## config.mk

```make
export PLATFORM = sky130hd
export DESIGN_NAME = traffic_light_monitor
export DESIGN_NICKNAME = d
export VERILOG_FILES = /design/src/rtl/traffic_light_monitor.sv
export SDC_FILE = /design/constraint.sdc
export NUM_CORES = 1
export LEC_CHECK = 0
export CAP_MARGIN = 20
export CORE_AREA = 5 5 76 64
export CTS_CLUSTER_SIZE = 8
export DETAILED_ROUTE_END_ITERATION = 7
export DIE_AREA = 0 0 81 69
export PLACE_DENSITY = 0.67
export SYNTH_ARGS = -nofsm -noshare
export SYNTH_HDL_FRONTEND = slang
export SYNTH_SLANG_ARGS = --single-unit
```

## constraint.sdc

```tcl
create_clock -name clk -period 3.03 [get_ports clk]
set_input_delay 0.606 -clock clk [delete_from_list [all_inputs] [get_ports clk]]
set_output_delay 0.606 -clock clk [all_outputs]
set_load 0.05 [all_outputs]
```

## src/rtl/traffic_light_monitor.sv

```systemverilog
// Passive checker for a two-way traffic light controller: tracks the phase sequence,
// checks lamp encoding, conflicts and per-phase dwell time, and keeps sticky/counted errors.
module traffic_light_monitor #(
  parameter int unsigned PHASE_CYCLES = 10
) (
  input  logic       clk,
  input  logic       rst_n,
  input  logic [2:0] ns_light,
  input  logic [2:0] ew_light,
  input  logic       clr,
  output logic [1:0] phase,
  output logic       phase_valid,
  output logic       err_encoding,
  output logic       err_conflict,
  output logic       err_sequence,
  output logic       err_timing,
  output logic [3:0] err_sticky,
  output logic [7:0] err_count
);

  typedef enum logic {
    SYNC  = 1'b0,
    TRACK = 1'b1
  } state_t;

  localparam logic [2:0] LAMP_RED    = 3'b100;
  localparam logic [2:0] LAMP_YELLOW = 3'b010;
  localparam logic [2:0] LAMP_GREEN  = 3'b001;
  localparam logic [7:0] DWELL_REQ   = 8'(PHASE_CYCLES);

  state_t      state_q, state_d;
  logic [1:0]  phase_q, phase_d;
  logic [7:0]  dwell_q, dwell_d;
  logic        first_phase_q, first_phase_d;
  logic        enc_q, enc_d;
  logic        conf_q, conf_d;
  logic        seq_q, seq_d;
  logic        tim_q, tim_d;
  logic [3:0]  sticky_q, sticky_d;
  logic [7:0]  count_q, count_d;

  logic        ns_onehot, ew_onehot;
  logic        bad_encoding, is_conflict, is_all_red;
  logic [1:0]  obs_phase;
  logic [7:0]  dwell_inc;
  logic [3:0]  sticky_base;
  logic [7:0]  count_base;

  // Sample classification, highest priority first
  always_comb begin
    ns_onehot    = (ns_light == LAMP_RED) || (ns_light == LAMP_YELLOW) || (ns_light == LAMP_GREEN);
    ew_onehot    = (ew_light == LAMP_RED) || (ew_light == LAMP_YELLOW) || (ew_light == LAMP_GREEN);
    bad_encoding = !(ns_onehot && ew_onehot);
    is_conflict  = !bad_encoding && (ns_light != LAMP_RED) && (ew_light != LAMP_RED);
    is_all_red   = !bad_encoding && (ns_light == LAMP_RED) && (ew_light == LAMP_RED);
    if (ns_light == LAMP_GREEN)       obs_phase = 2'd0;
    else if (ns_light == LAMP_YELLOW) obs_phase = 2'd1;
    else if (ew_light == LAMP_GREEN)  obs_phase = 2'd2;
    else                              obs_phase = 2'd3;
    dwell_inc = (dwell_q == 8'hFF) ? dwell_q : dwell_q + 8'd1;
  end

  always_comb begin
    state_d       = state_q;
    phase_d       = phase_q;
    dwell_d       = dwell_q;
    first_phase_d = first_phase_q;
    enc_d         = 1'b0;
    conf_d        = 1'b0;
    seq_d         = 1'b0;
    tim_d         = 1'b0;

    if (bad_encoding || is_conflict || is_all_red) begin
      enc_d   = bad_encoding;
      conf_d  = is_conflict;
      seq_d   = is_all_red;
      state_d = SYNC;
    end else if (state_q == SYNC) begin
      state_d       = TRACK;
      phase_d       = obs_phase;
      dwell_d       = 8'd1;
      first_phase_d = 1'b1;
    end else if (obs_phase == phase_q) begin
      dwell_d = dwell_inc;
      // Fires only on the sample that first exceeds the dwell, never again while held
      tim_d   = (dwell_q == DWELL_REQ) && (dwell_q != 8'hFF);
    end else if (obs_phase == phase_q + 2'd1) begin
      // A first phase may have been entered mid-way, so only overstay is an error
      tim_d         = first_phase_q ? (dwell_q > DWELL_REQ) : (dwell_q != DWELL_REQ);
      phase_d       = obs_phase;
      dwell_d       = 8'd1;
      first_phase_d = 1'b0;
    end else begin
      seq_d         = 1'b1;
      phase_d       = obs_phase;
      dwell_d       = 8'd1;
      first_phase_d = 1'b1;
    end

    sticky_base = clr ? 4'd0 : sticky_q;
    count_base  = clr ? 8'd0 : count_q;
    sticky_d    = sticky_base | {tim_d, seq_d, conf_d, enc_d};
    count_d     = count_base;
    if ((tim_d || seq_d || conf_d || enc_d) && (count_base != 8'hFF)) begin
      count_d = count_base + 8'd1;
    end
  end

  always_ff @(posedge clk or negedge rst_n) begin
    if (!rst_n) begin
      state_q       <= SYNC;
      phase_q       <= 2'd0;
      dwell_q       <= 8'd0;
      first_phase_q <= 1'b1;
      enc_q         <= 1'b0;
      conf_q        <= 1'b0;
      seq_q         <= 1'b0;
      tim_q         <= 1'b0;
      sticky_q      <= 4'd0;
      count_q       <= 8'd0;
    end else begin
      state_q       <= state_d;
      phase_q       <= phase_d;
      dwell_q       <= dwell_d;
      first_phase_q <= first_phase_d;
      enc_q         <= enc_d;
      conf_q        <= conf_d;
      seq_q         <= seq_d;
      tim_q         <= tim_d;
      sticky_q      <= sticky_d;
      count_q       <= count_d;
    end
  end

  assign phase        = phase_q;
  assign phase_valid  = (state_q == TRACK);
  assign err_encoding = enc_q;
  assign err_conflict = conf_q;
  assign err_sequence = seq_q;
  assign err_timing   = tim_q;
  assign err_sticky   = sticky_q;
  assign err_count    = count_q;

endmodule
```

# After elaboration in Yosys (flattened, before gate mapping)
# Cells that the tools add are included.
[word_totals]
input_bits = 9
output_inout_bits = 19
regBits = 28
wordCells = 77
[op_classes]
add_sub_neg = 3
order_cmp = 1
muxes = 25
n_eq_ne = 17
n_bitwise = 2
n_reduce_logical = 19
[op_table]
columns = ["operator", "n"]
rows = [
  ["$mux 8", 5],
  ["$add 8x1->8 const B", 2],
  ["$ne 8x8->1 const B", 2],
  ["$mux 1", 15],
  ["$logic_or 1x1->1", 9],
  ["$ne 3x3->1 const B", 3],
  ["$eq 8x4->1 const B", 1],
  ["$eq 8x8->1 const B", 1],
  ["$gt 8x4->1 const B", 1],
  ["$mux 2", 4],
  ["$ne 8x4->1 const B", 1],
  ["$logic_and 1x1->1", 7],
  ["$eq 3x1->1 const B", 2],
  ["$eq 3x2->1 const B", 2],
  ["$eq 3x3->1 const B", 2],
  ["$eq 2x2->1", 2],
  ["$mux 4", 1],
  ["$or 4x4->4", 1],
  ["$reduce_and 2->1", 2],
  ["$add 2x1->2 const B", 1],
  ["$ne 2x2->1 const B", 1],
  ["$logic_not 1->1", 1],
  ["$not 1->1", 1],
]

# Depth between registers and ports, before layout
# Gate-level depths: netlist (run 1).
[logic_depth]
depth_word = 14
ltp_mapped = 10
mapped_depth_nobuf = 9

# Worst setup path after synthesis (run 1)
# Ideal clock, no wire load.
[synth_timing]
path_type = "input-to-reg"
start = "input port ns_light[0]"
end = "register count_q[4] (netlist: err_count[4])"
required_ps = 2902
arrival_ps = 2364
cell_stages = 7
n_path_buf = 0
setup_ps = 128
slack_ps = 539
cell_sequence = "or2_1 -> a211o_2 -> xnor2_1 -> o211ai_2 -> or3_1 -> nand4_1 -> mux2_1"
[synth_via]
elab_chain_cells = 14
word_cells_on_any_way = 33
[synth_rtl]
columns = ["element", "line_no", "rtl"]
rows = [
  ["start: declaration", "8", "input logic [2:0] ns_light,"],
  ["branches (longest 11 deep; another with $eq 3x2->1)", "n/a", ""],
  ["$logic_or 1x1->1 *", "104", "if ((tim_d || seq_d || conf_d || enc_d) && (count_base != 8'hFF)) begin"],
  ["$logic_and 1x1->1 *", "104", ""],
  ["$mux 8 *", "104", ""],
  ["net count_d[4]", "40", "logic [7:0] count_q, count_d;"],
  ["end signal: assignment", "131", "count_q <= count_d;"],
  ["end: declaration", "40", ""],
]
# Mark *: on every way through the listed nets, which the timed path passes.
# A chain may end at the register's enable or synchronous reset.

# Worst setup path in the final report (run 1)
# Same ends and word-level chain as after synthesis.

==> results of run 1 <==
==> state kept, by name, indices dropped and copies added, names as in the netlist <==
signal,cells
err_timing,1
err_count,8
dwell_q,8
err_sequence,1
err_sticky,4
phase,2
err_encoding,1
phase_valid,1
first_phase_q,1
err_conflict,1
==> worst paths after layout <==
| kind | startpoint | to | slack [ps] | cells after the start |
|---|---|---|---|---|
| max | ns_light[0] | err_count[4]$_DFF_PN0_ | 250 | 8 |
| min | err_sticky[2]$_DFF_PN0_ | err_sticky[2]$_DFF_PN0_ | 480 | 1 |
| max reg2reg | dwell_q[7]$_DFFE_PN0P_ | err_count[4]$_DFF_PN0_ | 470 | 7 |
| min reg2reg | err_sticky[2]$_DFF_PN0_ | err_sticky[2]$_DFF_PN0_ | 480 | 1 |
| max in group asynchronous | rst_n | first_phase_q$_DFFE_PN1P_ | 2020 | 2 |
| min in group asynchronous | rst_n | err_count[5]$_DFF_PN0_ | 700 | 2 |
==> cells in the mapped netlist, types with 2 or more instances <==
cell type | number | area, um2
xnor2_1 | 6 | 52.6
xor2_1 | 5 | 43.8
nor4b_1 | 3 | 26.3
a21o_1 | 4 | 30.0
inv_1 | 6 | 22.5
nor2_1 | 22 | 82.6
or3_1 | 3 | 18.8
nor4bb_1 | 3 | 30.0
nand4_1 | 5 | 31.3
dfrtp_1 | 27 | 676
nor3_1 | 3 | 15.0
o21a_1 | 4 | 30.0
ha_1 | 3 | 37.5
o21ai_0 | 5 | 25.0
a21oi_1 | 11 | 55.1
clkbuf_8 | 4 | 55.1
and3_1 | 3 | 18.8
buf_2 | 2 | 10.0
mux2_1 | 3 | 33.8
and3_2 | 2 | 15.0
nor4_1 | 3 | 18.8
nand3_1 | 6 | 30.0
nor2b_1 | 4 | 25.0
nand2_1 | 9 | 33.8
==> layer usage <==
layer	vias up	GRT usage (%)	wire, um
met5	-	0	0
met2	44	24.4	1830
li1	736	-	-
met3	3	2.47	235
met4	0	3.75	18
met1	709	20.6	1760
==> worst max-delay path: stages <==
cell,delay [ps]
clkdlybuf4s50_1,470
or2_1,270
a211o_2,370
xnor2_1,210
o211ai_2,180
or3_1,410
nand4_1,100
mux2_1,330
==> final cells by class <==
type                            count  share of cell area [%]
Inverter                            7                    1.19
Timing Repair Buffer               47                    19.0
Multi-Input combinational cell    134                    41.7
Clock inverter                      1                    1.36
Tap cell                           57                    3.22
Sequential cell                    28                    31.7
Clock buffer                        3                    1.87
==> metrics by stage <==
stage               power, mW  hold slack [ps]  worst slack (ps)  TNS [ps]
finish                   1.09              483               251         0
global route             1.14              497              6.84         0
CTS                      1.10              488               257         0
detailed placement      0.802              465             -43.2     -98.6
global placement        0.788              461              37.7         0
floorplan               0.685              310               539         0
==> cell families after synthesis <==
| logic type | Yosys count |
|---|---|
| buffers and inverters | 15 |
| XOR/XNOR | 11 |
| flip-flops | 28 |
| adder cells (fa/ha/maj) | 3 |
| AO/OA/AOI/OAI | 42 |
| AND/OR/NAND/NOR | 75 |
| multiplexers | 3 |
==> where the power goes <==
group | internal [mW] | total (mW) | switching, mW | leakage [nW]
Clock | 0.177 | 0.297 | 0.120 | 0.0357
Combinational | 0.149 | 0.349 | 0.200 | 0.578
Sequential | 0.405 | 0.443 | 0.0379 | 0.360
Total | 0.732 | 1.09 | 0.358 | 0.974
==> impl_metrics.tcl, run 1 <==
set metrics [dict create \
    syn_area_um2 1730 \
    final_util_pct 54.7 \
    synth_nets 189 \
    fmax_ghz 0.360 \
    syn_avg_cell_area_um2 9.77 \
    cts_setup_buffers 0 \
    antenna_found_initial 0 \
    placed_cell_area_um2 2140 \
    path_class "in -> reg" \
    cts_num_sinks 28 \
    num_io_pins 28 \
    cts_buffer_depth 2 \
    synth_top_family_by_area "simple AND/OR/NAND/NOR gates" \
    rsz0062_at_grt "no" \
    regArea_um2 702 \
    port_buffers 27 \
    grt_max_degree 29 \
    synth-edff-count 0 \
    grt_pass1_vias 1550 \
    placed_cells 273 \
    synthMuxAreaShare_pct 1.95 \
    crit_required_ps 3200 \
    ctsHoldBuffers 0 \
    cts_made_buffers 3 \
    fin_cells 277 \
    mostFrequentLayoutCells "27 x dfrtp_1, 27 x clkdlybuf4s50_1, 22 x nor2_1" \
    synth_compound_area_share_pct 18.7 \
    grt_overflow 0 \
    rows 21 \
    ys_types 55 \
    hp-class "reg -> reg" \
    cts-resized-gates 0 \
    synth-adder-area-share_pct 2.17 \
    clock-root-buffer "clkbuf_8" \
    gp_congestion 0.848 \
    multi_input_area_um2 922 \
    die_area_um2 5590 \
    synthXorXnorAreaFrac_pct 5.57 \
    clk_pin_slew_worst_paths_ps 90 \
    yosys_warnings 0 \
    setup_viol 0 \
    die_h_um 69 \
    final_layout_size_suffix_gt1_share_pct 17.3 \
    hpwl_mm 3.01 \
    core_um2 4050 \
    cts_tree "done" \
    wire_per_inst_um 13.9 \
    drc 0 \
    skew_ps 2.73 \
    grt_usage_pct 15.0 \
    drt_iter0_markers 93 \
    area_growth_pct 28.0 \
    slew_violations 0 \
    cp.arrival_ps 2940 \
    cp-end-kind "register" \
    synth-simple-area-share_pct 25.0 \
    maxSlewHeadroom_pct 66.6 \
    insertion_delay_ps 280 \
    synth_cells 177 \
    pwr_density_cell_nw_per_um2 492 \
    cts-htree-levels 1 \
    maxCapViolCount 0 \
    tightestPinTransition_ps 500 \
    wl_mm 3.84 \
    min_period_ps 2780 \
    ant_nets 0 \
    async_flop_share_pct 100 \
    outcome "finished, final reports clean" \
    worst_setup_path_start_kind "input pin" \
    yosysSeqAreaShare_pct 40.6 \
    fin_crit_sh_pct 91.7 \
    fp.dieW_um 81 \
    cp_max_fo 5 \
    grt_pass1_wl_mm 6.97 \
    final_cell_area_um2 2210 \
    leakage_nw 0.974 \
    num_vias 1492 \
    ys.flop_type "dfrtp_1" \
    start_util_pct 42.7 \
    antenna_cells 0 \
    finalHoldViolations 0 \
    num-fill-cells 367 \
    nets 233 \
    vias_per_cell 5.39 \
    synth-seq-cells 28 \
    drtPass1Iterations 4 \
    peakVddDrop_v 0.000223 \
]
Power figures use the tool's default switching activity.
==> inputs of run 2 (changes only) <==
- TNS_END_PERCENT: not set -> 5
==> results of run 2 <==
Same layout as run 1: the final DEF is identical, and so are final timing and power.
==> inputs of run 3 (changes only) <==
- GPL_ROUTABILITY_DRIVEN: not set -> 0
==> results of run 3 <==
Same layout as run 1: the final DEF is identical, and so are final timing and power.
